--- src/rtl/tmds_word_if.sv ---
// Decoded-word bus of one TMDS receive lane.
// The decoder drives it (master); downstream pixel logic consumes it (slave).
interface tmds_word_if;
    logic       out_valid;
    logic       out_de;
    logic [1:0] out_ctrl;
    logic [7:0] out_data;
    logic       locked;
    logic [3:0] bit_offset;

    modport master (
        output out_valid,
        output out_de,
        output out_ctrl,
        output out_data,
        output locked,
        output bit_offset
    );

    modport slave (
        input out_valid,
        input out_de,
        input out_ctrl,
        input out_data,
        input locked,
        input bit_offset
    );
endinterface

--- src/rtl/tmds_word_decoder.sv ---
// TMDS lane receiver: 2 bits/clk in, word alignment via control-token
// runs, 10b->8b decode with lock tracking. One instance per lane.
module tmds_word_decoder #(
    parameter int CTRL_RUN     = 8,
    parameter int SEARCH_WORDS = 2048,
    parameter int LOSS_WORDS   = 4096
) (
    input  logic        clk_shift,
    input  logic        rst_n,
    input  logic [1:0]  din,
    tmds_word_if.master tif
);

    localparam int RW = $clog2(CTRL_RUN + 1);
    localparam int SW = $clog2(SEARCH_WORDS + 1);
    localparam int LW = $clog2(LOSS_WORDS + 1);

    localparam logic [RW-1:0] RUN_LAST  = RW'(CTRL_RUN - 1);
    localparam logic [SW-1:0] SRCH_LAST = SW'(SEARCH_WORDS - 1);
    localparam logic [LW-1:0] LOSS_LAST = LW'(LOSS_WORDS - 1);

    localparam logic [9:0] TOK00 = 10'b1101010100;
    localparam logic [9:0] TOK01 = 10'b0010101011;
    localparam logic [9:0] TOK10 = 10'b0101010100;
    localparam logic [9:0] TOK11 = 10'b1010101011;

    typedef enum logic {
        S_SEARCH,
        S_LOCKED
    } state_t;

    state_t        state_q;
    logic [19:0]   sr_q, sr_d;
    logic [2:0]    phase_q, phase_d;
    logic [3:0]    off_q;
    logic [RW-1:0] run_q;
    logic [SW-1:0] srch_q;
    logic [LW-1:0] loss_q;

    logic          valid_q;
    logic          de_q;
    logic [1:0]    ctrl_q;
    logic [7:0]    data_q;

    logic          strobe;
    logic [9:0]    w;
    logic          is_ctrl;
    logic [1:0]    tok;
    logic [7:0]    dm;
    logic [7:0]    dec;

    // Newest pair enters at the top; sr_q[0] is the oldest bit.
    assign sr_d    = {din, sr_q[19:2]};
    assign phase_d = (phase_q == 3'd4) ? 3'd0 : phase_q + 3'd1;
    assign strobe  = (phase_q == 3'd4);

    always_comb begin
        w = '0;
        for (int k = 0; k < 10; k++) begin
            if (off_q == k[3:0]) begin
                w = sr_q[k +: 10];
            end
        end
    end

    always_comb begin
        is_ctrl = 1'b1;
        tok     = 2'b00;
        unique case (1'b1)
            (w == TOK00): tok = 2'b00;
            (w == TOK01): tok = 2'b01;
            (w == TOK10): tok = 2'b10;
            (w == TOK11): tok = 2'b11;
            default:      is_ctrl = 1'b0;
        endcase
    end

    // Undo the optional inversion, then the XOR/XNOR chain.
    always_comb begin
        dm     = w[9] ? ~w[7:0] : w[7:0];
        dec    = '0;
        dec[0] = dm[0];
        for (int i = 1; i < 8; i++) begin
            dec[i] = w[8] ? (dm[i] ^ dm[i-1]) : ~(dm[i] ^ dm[i-1]);
        end
    end

    always_ff @(posedge clk_shift or negedge rst_n) begin
        if (!rst_n) begin
            sr_q    <= '0;
            phase_q <= '0;
        end else begin
            sr_q    <= sr_d;
            phase_q <= phase_d;
        end
    end

    // Alignment FSM; out_valid reflects the state after this word.
    always_ff @(posedge clk_shift or negedge rst_n) begin
        if (!rst_n) begin
            state_q <= S_SEARCH;
            off_q   <= '0;
            run_q   <= '0;
            srch_q  <= '0;
            loss_q  <= '0;
            valid_q <= 1'b0;
            de_q    <= 1'b0;
            ctrl_q  <= '0;
            data_q  <= '0;
        end else begin
            valid_q <= 1'b0;
            if (strobe) begin
                de_q   <= ~is_ctrl;
                data_q <= is_ctrl ? 8'h00 : dec;
                if (is_ctrl) begin
                    ctrl_q <= tok;
                end
                unique case (state_q)
                    S_SEARCH: begin
                        if (is_ctrl && run_q == RUN_LAST) begin
                            state_q <= S_LOCKED;
                            run_q   <= '0;
                            srch_q  <= '0;
                            loss_q  <= '0;
                            valid_q <= 1'b1;
                        end else if (srch_q == SRCH_LAST) begin
                            off_q  <= (off_q == 4'd9) ? 4'd0 : off_q + 4'd1;
                            run_q  <= '0;
                            srch_q <= '0;
                        end else begin
                            run_q  <= is_ctrl ? run_q + 1'b1 : '0;
                            srch_q <= srch_q + 1'b1;
                        end
                    end
                    S_LOCKED: begin
                        if (is_ctrl) begin
                            loss_q  <= '0;
                            valid_q <= 1'b1;
                        end else if (loss_q == LOSS_LAST) begin
                            state_q <= S_SEARCH;
                            run_q   <= '0;
                            srch_q  <= '0;
                            loss_q  <= '0;
                        end else begin
                            loss_q  <= loss_q + 1'b1;
                            valid_q <= 1'b1;
                        end
                    end
                    default: state_q <= S_SEARCH;
                endcase
            end
        end
    end

    assign tif.out_valid  = valid_q;
    assign tif.out_de     = de_q;
    assign tif.out_ctrl   = ctrl_q;
    assign tif.out_data   = data_q;
    assign tif.locked     = (state_q == S_LOCKED);
    assign tif.bit_offset = off_q;

endmodule

--- src/flat_wrapper.sv ---
// flat-port wrapper written by rule: the top's interface ports become plain ports
module tmds_word_decoder_flat 
#(
    parameter int CTRL_RUN     = 8,
    parameter int SEARCH_WORDS = 2048,
    parameter int LOSS_WORDS   = 4096
)
  (clk_shift, rst_n, din, tif_out_valid, tif_out_de, tif_out_ctrl, tif_out_data, tif_locked, tif_bit_offset);
  tmds_word_if tif_i ();
  input  logic clk_shift;
  input  logic rst_n;
  input  logic [1:0] din;
  output wire logic [$bits(tif_i.out_valid)-1:0] tif_out_valid;
  output wire logic [$bits(tif_i.out_de)-1:0] tif_out_de;
  output wire logic [$bits(tif_i.out_ctrl)-1:0] tif_out_ctrl;
  output wire logic [$bits(tif_i.out_data)-1:0] tif_out_data;
  output wire logic [$bits(tif_i.locked)-1:0] tif_locked;
  output wire logic [$bits(tif_i.bit_offset)-1:0] tif_bit_offset;
  assign tif_out_valid = tif_i.out_valid;
  assign tif_out_de = tif_i.out_de;
  assign tif_out_ctrl = tif_i.out_ctrl;
  assign tif_out_data = tif_i.out_data;
  assign tif_locked = tif_i.locked;
  assign tif_bit_offset = tif_i.bit_offset;
  tmds_word_decoder #(.CTRL_RUN(CTRL_RUN), .SEARCH_WORDS(SEARCH_WORDS), .LOSS_WORDS(LOSS_WORDS)) u_core (.clk_shift(clk_shift), .rst_n(rst_n), .din(din), .tif(tif_i));
endmodule
--- config.mk ---
export PLATFORM = sky130hd
export DESIGN_NAME = tmds_word_decoder_flat
export DESIGN_NICKNAME = d
export VERILOG_FILES = /design/src/rtl/tmds_word_if.sv /design/src/rtl/tmds_word_decoder.sv /design/src/flat_wrapper.sv
export SDC_FILE = /design/constraint.sdc
export NUM_CORES = 1
export LEC_CHECK = 0
export BUFFER_PORTS_ARGS = -buffer_cell sky130_fd_sc_hd__buf_4
export CAP_MARGIN = 20
export CORE_MARGIN = 2
export CORE_UTILIZATION = 55
export CTS_CLUSTER_SIZE = 16
export DETAILED_ROUTE_END_ITERATION = 16
export HOLD_SLACK_MARGIN = 0.1
export PLACE_DENSITY = 0.8
export SLEW_MARGIN = 20
export SYNTH_ARGS = -nofsm -noshare
export SYNTH_HDL_FRONTEND = slang
export SYNTH_SLANG_ARGS = --single-unit
--- constraint.sdc ---
create_clock -name clk_shift -period 3.5 [get_ports clk_shift]
set_clock_uncertainty 0.15 [all_clocks]
set_input_delay 0.35 -clock clk_shift [delete_from_list [all_inputs] [get_ports clk_shift]]
set_output_delay 0.35 -clock clk_shift [all_outputs]
set_load 0.02 [all_outputs]
==> results_dict.tcl <==
set metrics [dict create \
    ctsLongestPathBuffers 2 \
    cellPowerDensity_mw_per_mm2 349 \
    dr_total_vias 3861 \
    worst_pin_slew_ns 0.873 \
    min_path_type "flop to flop" \
    insertion_delay_ns 0.36 \
    placed_area_sq_mm 0.00464 \
    drive_gt1_frac 0.176 \
    synth_compound_area_frac 0.225 \
    muxShareOfSynthArea 0.0544 \
    seq_power_share 0.492 \
    synth_ff_type "dfrtp_1" \
    status "finished, final reports clean" \
    fin_tns_setup_ns 0 \
    rows 32 \
    portBuffers 20 \
    dp_slack_ns 0.160 \
    cp.arrival_ns 3.45 \
    cts_tree "done" \
    async_reset_ff_frac 1.00 \
    die_area_sq_mm 0.00850 \
    top_usage_layer "met2" \
    antenna_found_initial 0 \
    fmax_ghz 0.298 \
    synthAdderAreaFrac 0.0146 \
    antennaDiodeCount 0 \
    root_buffer "clkbuf_8" \
    grt.total_usage 0.275 \
    globalRouteMet3Util 0.0633 \
    maxCapViolCount 0 \
    grt_pass1_wl_mm 18.5 \
    clkSlewWorstSetupHoldPaths_ns 0.08 \
    pin_count 21 \
    setup_viol 0 \
    swShare 0.246 \
    syn-num-nets 473 \
    yosysSeqAreaShare 0.404 \
    ys_top_cells_by_area "dfrtp_1, nand2_1, mux2i_1, o21ai_0, a21oi_1" \
    synth_cells 464 \
    p_int_mw 1.30 \
    via_per_inst 6.36 \
    combPwrFrac 0.081 \
    setup.worst_path.end_class "flop" \
    routedWlPerCell_um 18.5 \
    grt_pass1_vias 3669 \
    core_sq_mm 0.00765 \
    ant_nets 0 \
    synth.largest_area_cell "dfrtp_1" \
    stdcell_area_sq_mm 0.00495 \
    die_w_um 92.2 \
    routed_wl_mm 11.2 \
    slew_headroom 0.418 \
    grt_use_met2 0.434 \
    final_hold_viol_count 0 \
    crit_type "flop to flop" \
    required_ns 3.60 \
    clock_sink_count 69 \
    hpwl_mm 7.68 \
    yosysUniqueCellTypes 71 \
    post-place-cells 585 \
    synth-xor-area-share 0.0287 \
    start_util 0.559 \
    synth_simple_gate_area_frac 0.227 \
    use_met1 0.375 \
    postLayoutSetupSlackWorst_ns 0.147 \
    overflow 0 \
    rsz0062_at_grt "no" \
    yosysTopAreaCellShare 0.404 \
    final_util 0.647 \
    drv_slew 0 \
    finalCriticalPeriod_ns 3.35 \
    mostFrequentLayoutCell "dfrtp_1" \
    critPathMaxFanout 19 \
    clockPowerShare 0.427 \
    final_cells 607 \
    yosys_warnings 0 \
    cts_max_level 3 \
    finalCritPeriodShare 0.958 \
    avgSynthCellArea_sq_um 9.22 \
    switchingPower_uw 425 \
    die_h_um 92.2 \
    drc_errors 0 \
    ir_drop_v 0.000230 \
    areaGrowthSynthToFinish_pct 15.7 \
    place_congestion 0.990 \
    initialDrtViolationCount 371 \
    nets 509 \
    synth_edf_count 0 \
    start_kind "flop" \
    p_leak_nw 2.09 \
    layout_common_cells "dfrtp_1, buf_4, nand2_1" \
    synth_area_sq_mm 0.00428 \
    synth_top_family_by_area "simple AND/OR/NAND/NOR gates" \
    grt_max_degree 70 \
    numCtsBuffers 9 \
    drt_pass1_iterations 5 \
    ys_seq_elements 69 \
]
==> layer usage <==
layer	routed length (um)	vias up
li1	-	1806
met1	5030	1896
met2	5360	134
met3	585	25
met4	234	0
met5	0	-
==> stage by stage <==
stage          power, mW  hold WS [ns]
2_1_floorplan      0.931       -0.0956
3_3_place_gp       0.998         0.184
3_5_place_dp        1.00         0.195
4_1_cts             1.74         0.206
5_1_grt             1.79         0.213
6_report            1.72         0.200
==> logic make-up after synthesis <==
group	count (synthesis)
AOI/OAI and AO/OA	136
xor gates and xnor gates	14
adders and majority gates	5
buffers and inverters	42
DFF	69
muxes	20
and+or+nand+nor	178
==> power by group through the flow <==
stage	clock network, mW	registers, mW	logic [mW]
global route	0.786	0.852	0.153
global placement	0	0.863	0.135
floorplan	0	0.873	0.0583
CTS	0.752	0.848	0.139
finish	0.736	0.849	0.140
detailed placement	0	0.864	0.136
==> critical path: stages, from the launching register on <==
cell	delay (ns)
dfrtp_2	0.47
buf_12	0.18
buf_4	0.19
mux2i_1	0.14
nand2_1	0.08
o21ai_0	0.10
a222oi_1	0.37
buf_4	0.21
nor4_1	0.07
and3b_1	0.22
or3_1	0.37
or3_4	0.39
mux2_4	0.30
==> timing repair <==
| item | CTS | global route |
|---|---|---|
| gates resized for setup | 0 | 5 |
| setup endpoints to repair | 0 | 25 |
| setup buffers | 0 | 2 |
| hold endpoints to repair | 71 | 0 |
| hold buffers | 3 | 0 |
==> path summary, 6_finish.rpt <==
kind	from	end	slack, ns	cells past startpoint
setup reg to reg	u_core.tif.bit_offset[1]$_DFFE_PN0P_	u_core.tif.bit_offset[1]$_DFFE_PN0P_	0.15	12
min in group asynchronous	rst_n	u_core.sr_q[7]$_DFF_PN0_	0.48	2
max in group asynchronous	rst_n	u_core.tif.bit_offset[0]$_DFFE_PN0P_	2.11	2
hold / removal	u_core.sr_q[19]$_DFF_PN0_	u_core.sr_q[17]$_DFF_PN0_	0.20	0
setup / recovery	u_core.tif.bit_offset[1]$_DFFE_PN0P_	u_core.tif.bit_offset[1]$_DFFE_PN0P_	0.15	12
hold reg to reg	u_core.sr_q[19]$_DFF_PN0_	u_core.sr_q[17]$_DFF_PN0_	0.20	0
==> area by class of cell <==
cell class	instances	area, sq um
Sequential cell	69	1730
Multi-Input combinational cell	353	2360
Tap cell	102	128
Inverter	12	45.0
Fill cell	621	2700
Timing Repair Buffer	55	463
Clock inverter	6	86.3
Clock buffer	10	138
==> cell usage after synthesis, types with 2 or more instances <==
| library cell | instances |
|---|---|
| a211o_1 | 4 |
| a211oi_1 | 2 |
| a21o_1 | 9 |
| a21oi_1 | 24 |
| a221oi_1 | 2 |
| a311o_1 | 5 |
| a31oi_1 | 9 |
| and2_1 | 9 |
| and2b_1 | 2 |
| and3_1 | 8 |
| buf_2 | 16 |
| buf_4 | 4 |
| clkbuf_1 | 9 |
| dfrtp_1 | 69 |
| ha_1 | 5 |
| inv_1 | 11 |
| mux2i_1 | 15 |
| mux4_2 | 2 |
| nand2_1 | 45 |
| nand2b_1 | 12 |
| nand3_1 | 15 |
| nand3b_1 | 3 |
| nand4_1 | 7 |
| nand4b_1 | 3 |
| nor2_1 | 22 |
| nor2b_1 | 5 |
| nor3_1 | 8 |
| nor3b_1 | 7 |
| nor4_1 | 10 |
| nor4b_1 | 4 |
| o211ai_1 | 4 |
| o21a_1 | 6 |
| o21ai_0 | 26 |
| o21ai_1 | 4 |
| o22ai_1 | 4 |
| o2bb2ai_1 | 5 |
| o31ai_1 | 11 |
| o32a_1 | 2 |
| or2_2 | 4 |
| or3_1 | 7 |
| or3b_1 | 2 |
| or4_1 | 2 |
| xnor2_1 | 8 |
| xor2_1 | 6 |
==> state kept, by name, indices dropped and copies added (netlist names) <==
register               flops
u_core.run_q               4
u_core.srch_q             12
u_core.tif.out_valid       1
u_core.tif.out_data        8
u_core.tif.out_ctrl        2
u_core.loss_q             13
u_core.tif.locked          1
u_core.tif.out_de          1
u_core.sr_q               20
u_core.phase_q             3
u_core.tif.bit_offset      4
Power figures use the tool's default switching activity.
